`src/rtl/pc_seq.sv`:
```
// pc_seq: control sequencer for pc_unit.
// Arbitrates trap/jump/branch/stall redirects, boot hold-off and halt.
module pc_seq #(
  parameter logic [31:0] TRAP_VEC    = 32'h0000_0100,
  parameter int unsigned BOOT_CYCLES = 4
) (
  input  logic        clk_i,
  input  logic        rst_n_i,
  input  logic        stall_i,
  input  logic        br_req_i,
  input  logic [31:0] br_off_i,
  input  logic        jmp_req_i,
  input  logic [31:0] jmp_tgt_i,
  input  logic        trap_req_i,
  input  logic [31:0] pc_i,
  input  logic        pc_aligned_i,
  output logic        pc_rst_o,
  output logic        pc_en_o,
  output logic        pc_ld_ct_o,
  output logic        pc_d_r_o,
  output logic [31:0] pc_ld_o,
  output logic        fetch_vld_o,
  output logic        trap_ack_o,
  output logic [31:0] epc_o,
  output logic        halted_o
);

  localparam int BW = $clog2(BOOT_CYCLES + 1);

  typedef enum logic [2:0] {
    S_BOOT,
    S_RUN,
    S_BUBBLE,
    S_TRAP,
    S_HALT
  } state_e;

  state_e        state_q, state_d;
  logic [BW-1:0] boot_q, boot_d;
  logic [31:0]   epc_q, epc_d;
  logic          post_q, post_d;

  always_ff @(posedge clk_i or negedge rst_n_i) begin
    if (!rst_n_i) begin
      state_q <= S_BOOT;
      boot_q  <= '0;
      epc_q   <= '0;
      post_q  <= 1'b0;
    end else begin
      state_q <= state_d;
      boot_q  <= boot_d;
      epc_q   <= epc_d;
      post_q  <= post_d;
    end
  end

  always_comb begin
    state_d     = state_q;
    boot_d      = boot_q;
    epc_d       = epc_q;
    post_d      = post_q;
    pc_rst_o    = 1'b0;
    pc_en_o     = 1'b0;
    pc_ld_ct_o  = 1'b0;
    pc_d_r_o    = 1'b0;
    pc_ld_o     = '0;
    fetch_vld_o = 1'b0;
    unique case (state_q)
      S_BOOT: begin
        pc_rst_o = 1'b1;
        if (boot_q == BW'(BOOT_CYCLES - 1)) begin
          state_d = S_RUN;
          boot_d  = '0;
        end else begin
          boot_d = boot_q + BW'(1);
        end
      end
      S_RUN: begin
        fetch_vld_o = pc_aligned_i & ~stall_i;
        post_d      = 1'b0;
        // A misaligned trap vector faults again right away: give up.
        if (post_q && !pc_aligned_i) begin
          state_d = S_HALT;
        end else if (!pc_aligned_i || trap_req_i) begin
          epc_d      = pc_i;
          pc_en_o    = 1'b1;
          pc_ld_ct_o = 1'b1;
          pc_ld_o    = TRAP_VEC;
          state_d    = S_TRAP;
        end else if (jmp_req_i) begin
          pc_en_o    = 1'b1;
          pc_ld_ct_o = 1'b1;
          pc_ld_o    = jmp_tgt_i;
          state_d    = S_BUBBLE;
        end else if (br_req_i) begin
          pc_en_o    = 1'b1;
          pc_ld_ct_o = 1'b1;
          pc_d_r_o   = 1'b1;
          pc_ld_o    = br_off_i;
          state_d    = S_BUBBLE;
        end else if (!stall_i) begin
          pc_en_o = 1'b1;
        end
      end
      S_BUBBLE: state_d = S_RUN;
      S_TRAP: begin
        state_d = S_RUN;
        post_d  = 1'b1;
      end
      S_HALT: state_d = S_HALT;
      default: state_d = S_BOOT;
    endcase
  end

  assign trap_ack_o = (state_q == S_TRAP);
  assign halted_o   = (state_q == S_HALT);
  assign epc_o      = epc_q;

endmodule
```
`config.mk`:
```
export PLATFORM = sky130hd
export DESIGN_NAME = pc_seq
export DESIGN_NICKNAME = d
export VERILOG_FILES = /design/src/rtl/pc_seq.sv
export SDC_FILE = /design/constraint.sdc
export NUM_CORES = 1
export LEC_CHECK = 0
export CAP_MARGIN = 20
export CORE_MARGIN = 2
export CORE_UTILIZATION = 36
export CTS_BUF_LIST = sky130_fd_sc_hd__clkbuf_8
export DETAILED_ROUTE_END_ITERATION = 12
export PLACE_DENSITY = 0.88
export RECOVER_POWER = 25
export SETUP_SLACK_MARGIN = 0.3
export SYNTH_ARGS = -nofsm -noshare
export SYNTH_HDL_FRONTEND = slang
export SYNTH_SLANG_ARGS = --single-unit
export TNS_END_PERCENT = 1
```
`constraint.sdc`:
```
create_clock -name clk_i -period 3.7 [get_ports clk_i]
set_input_delay 0.555 -clock clk_i [delete_from_list [all_inputs] [get_ports clk_i]]
set_output_delay 0.555 -clock clk_i [all_outputs]
set_load 0.01 [all_outputs]
```
# --- Word-level counts from Yosys, hierarchy flattened ---
# Index checks and enable logic that the tools add are counted.
word_totals:
  reg_bits: 39
  out_inout_bits: 71
  wordCells: 53
classes:
  n_addsub: 1
  eq_ne: 7
  mux: 30
  bitwise: 3
  n_reduce_logical: 8
ops:
  columns: ["operator", "n"]
  rows:
  - ["$mux W32", 5]
  - ["$mux W3", 6]
  - ["$mux W1", 17]
  - ["$pmux W3 S4", 1]
  - ["$eq A3 B2 Y1 const B", 3]
  - ["$ne A5 B5 Y1 const B", 1]
  - ["$add A3 B1 Y3 const B", 1]
  - ["$eq A3 B1 Y1 const B", 1]
  - ["$eq A3 B3 Y1 const B", 1]
  - ["$logic_not A3 Y1", 1]
  - ["$reduce_and A3 Y1", 1]
  - ["$ne A2 B2 Y1 const B", 1]
  - ["$not A1 Y1", 2]
  - ["$pmux W1 S2", 1]
  - ["$reduce_and A2 Y1", 1]
  - ["$reduce_bool A2 Y1", 1]
  - ["$reduce_or A2 Y1", 1]
  - ["$and A1 B1 Y1", 1]
  - ["$logic_and A1 B1 Y1", 1]
  - ["$logic_not A1 Y1", 1]
  - ["$logic_or A1 B1 Y1", 1]

# --- Logic depth before layout (Yosys ltp) ---
logic_depth:
  word_depth: 6
  depth_mapped: 5

# --- Worst setup path before layout ---
# Ideal clock, no wire load.
synth_timing:
  kind: "input-to-output"
  startpoint: "input port jmp_req_i"
  endpoint: "output port pc_ld_o[0]"
  t_arrival_ns: 1.488
  required_ns: 3.145
  slack_ns: 1.657
  path_stages: 5
  n_path_buf: 2
  cell_sequence: "clkbuf_1 -> nor2b_1 -> clkbuf_1 -> a22oi_1 -> nor2_1"
synth_between:
  elab_chain_len: 4
synth_rtl:
  columns: ["element", "line_no", "rtl"]
  rows:
  - ["from (decl)", "12", "input logic jmp_req_i,"]
  - ["$mux W32", "90", "end else if (jmp_req_i) begin"]
  - ["$mux W32", "84", "end else if (!pc_aligned_i || trap_req_i) begin"]
  - ["$mux W32", "82", "if (post_q && !pc_aligned_i) begin"]
  - ["$mux W32", "68", "unique case (state_q)"]
  - ["to (decl)", "21", "output logic [31:0] pc_ld_o,"]
# No other way between the ends.

# --- Final worst setup path ---
layout_timing:
  startpoint: "input port pc_aligned_i"
  endpoint: "output port pc_ld_o[0]"
layout_between:
  elab_chain_len: 5
layout_rtl:
  columns: ["element", "line_no", "rtl"]
  rows:
  - ["from (decl)", "16", "input logic pc_aligned_i,"]
  - ["$logic_not A1 Y1 (*)", "82, 84", null]
  - ["$logic_or A1 B1 Y1", "84", null]
  - ["$mux W32", "84", null]
  - ["$mux W32 (*)", "82", null]
  - ["$mux W32 (*)", "68", null]
# Mark *: on every way between the ends. The rest lies on a longest branch, timed or not.

==> results.cfg <==
[worst_setup_path]
endpoint = pc_ld_o[0]
regToRegSetupSlack_ps = 1700
r2r_cells = 3
cp.required_ps = 3140
crit_type = in -> out
cp_max_fo = 21
r2r-start = state_q[1]$_DFFE_PN0P_
endpoint_kind = primary output
startpoint = pc_aligned_i
cp.arrival_ps = 2620
worst_setup_path_start_kind = input pin
r2r-end = epc_o[14]$_DFFE_PN0P_

[yosys]
synthArstFlopShare = 1.000
synth_seq_cells = 39
yosysMostFrequentCell = dfrtp_1
syn_area_per_cell_sq_um = 11.64
synth-main-ff-cell = dfrtp_1
ys_top_cells_by_area = dfrtp_1 (46%), mux2_4 (21%), a22oi_1 (11%)
synth_area_sq_mm = 0.002107
synthTopCellsByCount = dfrtp_1 (39), nor2_1 (34), a22oi_1 (30), mux2_4 (30), clkbuf_1 (10)
synth_top_area_share = 0.4632
post-synth-top-area-cell = dfrtp_1
yosysUniqueCellTypes = 24
syn_nets = 285
yosysSeqAreaShare = 0.4632
syn_inst = 181
yosys_warnings = 0
synth-edff-count = 0

[job]
drv_cap = 1

[grt]
grt.overflow.total = 0
antenna_found_initial = 0
grt_pass1_vias = 2179
grt_max_degree = 40
grt_pass1_wl_um = 10500
grtUsageTotal = 0.2115

[pwr]
power_frac_seq = 0.299
p_int_mw = 1.779
powerDensity_mw_per_mm2 = 647.7
p_sw_mw = 0.8058
clkPwrFrac = 0.136
power_mw = 2.585
worst_ir_drop_vdd_v = 0.0003926
combPwrFrac = 0.565
p_sw_frac = 0.3117
power.leakage_nw = 1.669

[clocking]
cts-htree-levels = 2
hold_buffers = 0
cts.clk_slew.worst_paths_ps = 80
clkSinkCount = 39
clockBufferDepth = 2
clock_latency_ps = 290
cts_tree = yes
numCtsBuffers = 5
cts-root-buf = clkbuf_8

[floorplanning]
die-area_sq_mm = 0.006481
core_sq_mm = 0.005574
num_rows = 27
start_util = 0.3780
io_pins = 174
die_h_um = 80.51
die_x_um = 80.51

[sta]
clock-skew-final_ps = 8.589
setup_tns_ps = 0
max_freq_mhz = 315.2
min_period_ps = 3172
rsz0062_at_grt = no
finalMaxSlewViolations = 40
relSlewSlack = -0.3250
fin_crit_sh = 0.8574
setup_violations = 0
finalHoldViolations = 0
tightest_slew_ps = 1988
hold-worst-slack_ps = 508.7

[layout]
nets = 455
n_antenna_cell = 0
design_area_sq_mm = 0.003991
final_core_util = 0.7160
drive_gt1_frac = 0.1420
areaGrowthSynthToFinish_pct = 89.43

[drt]
via_per_inst = 4.899
dr.pass1.iters = 4
route.detailed.drc = 0
final_antenna_net_count = 0
routedWlPerCell_um = 16.15
dr.first_iter.drc_count = 59
vias = 2077
wirelength_um = 6848

[run_status]
violations = max-capacitance violations, max-slew violations
outcome = finished, violations left

[placed_design]
dp_hpwl_um = 5339
gp_congestion = 0.8015
io_buffers = 173
place_area_sq_mm = 0.003877

[worst_hold_path]
hold_class = reg -> reg
==> stage by stage <==
step                      setup slack, ps  instances
after floorplan                      1657        181
after global routing                388.7        424
after detailed placement            468.5        416
after global placement              580.6        416
after CTS                           440.5        424
final                               527.6        424
==> registers in the layout, summed over array words and instances (netlist names) <==
name / flops
state_q: 3
post_q: 1
boot_q: 3
epc_o: 32
==> how the worst min path moves through the flow <==
stage | start | to | slack (ps) | cells past startpoint
6_report | epc_o[23]$_DFFE_PN0P_ | epc_o[23]$_DFFE_PN0P_ | 510 | 1
5_1_grt | epc_o[6]$_DFFE_PN0P_ | epc_o[6]$_DFFE_PN0P_ | 530 | 1
4_1_cts | rst_n_i | epc_o[1]$_DFFE_PN0P_ | 390 | 1
3_5_place_dp | epc_o[11]$_DFFE_PN0P_ | epc_o[11]$_DFFE_PN0P_ | 490 | 1
3_3_place_gp | epc_o[25]$_DFFE_PN0P_ | epc_o[25]$_DFFE_PN0P_ | 490 | 1
2_1_floorplan | rst_n_i | boot_q[0]$_DFFE_PN0P_ | 260 | 0
==> kinds of logic (layout without fill, tap and decap cells) <==
logic type                 after synthesis  in the layout  synth area share
and+or+nand+nor                         50             50            0.1158
AOI/OAI and AO/OA                       41             41            0.1372
DFF                                     39             39            0.4632
muxes                                   35             35            0.2405
buffers and inverters                   15            186           0.03741
adders and majority gates                1              1          0.005937
==> area by class of cell <==
class                           instances  area [sq um]
Tap cell                               72         90.09
Fill cell                             417          1583
Inverter                                2         7.507
Multi-Input combinational cell        127          1057
Clock buffer                            5         68.82
Clock inverter                          3         43.79
Timing Repair Buffer                  176          1748
Sequential cell                        39         975.9
==> metal layers <==
layer / vias to the layer above / routed length, um / GRT usage
met5: - / 0 / 0
met4: 0 / 144 / 0.07627
met3: 10 / 466 / 0.05618
met2: 91 / 3609 / 0.3817
met1: 984 / 2628 / 0.2377
li1: 992 / - / -
==> power groups by stage <==
stage / sequential (mW) / clock, mW / combinational, mW
after floorplan: 0.851 / 0 / 0.703
after global routing: 0.800 / 0.382 / 1.56
after CTS: 0.777 / 0.365 / 1.48
after global placement: 0.761 / 0 / 1.44
after detailed placement: 0.782 / 0 / 1.47
final: 0.773 / 0.352 / 1.46
==> worst max-delay path, stage by stage <==
cell and delay (ps):
clkdlybuf4s50_1 500, nor2b_1 360, nand2_2 240, buf_4 260, nor2_1 120, clkdlybuf4s50_1 570
==> layout by cell type (no fill, tap or decap), types with 2 or more instances in the layout <==
master / count
mux2_2: 5
a22oi_1: 30
nand2_1: 3
mux2_4: 30
nand2b_1: 2
a21oi_1: 7
dfrtp_1: 39
buf_4: 3
a31oi_1: 2
clkbuf_8: 5
nor2_1: 34
clkdlybuf4s50_1: 172
inv_1: 2
==> timing repair <==
item,4_1_cts,5_1_grt
setup buffers,0,0
endpoints found under the setup margin,0,7
gates resized for setup,0,1
(Power assumes the default switching activity.)
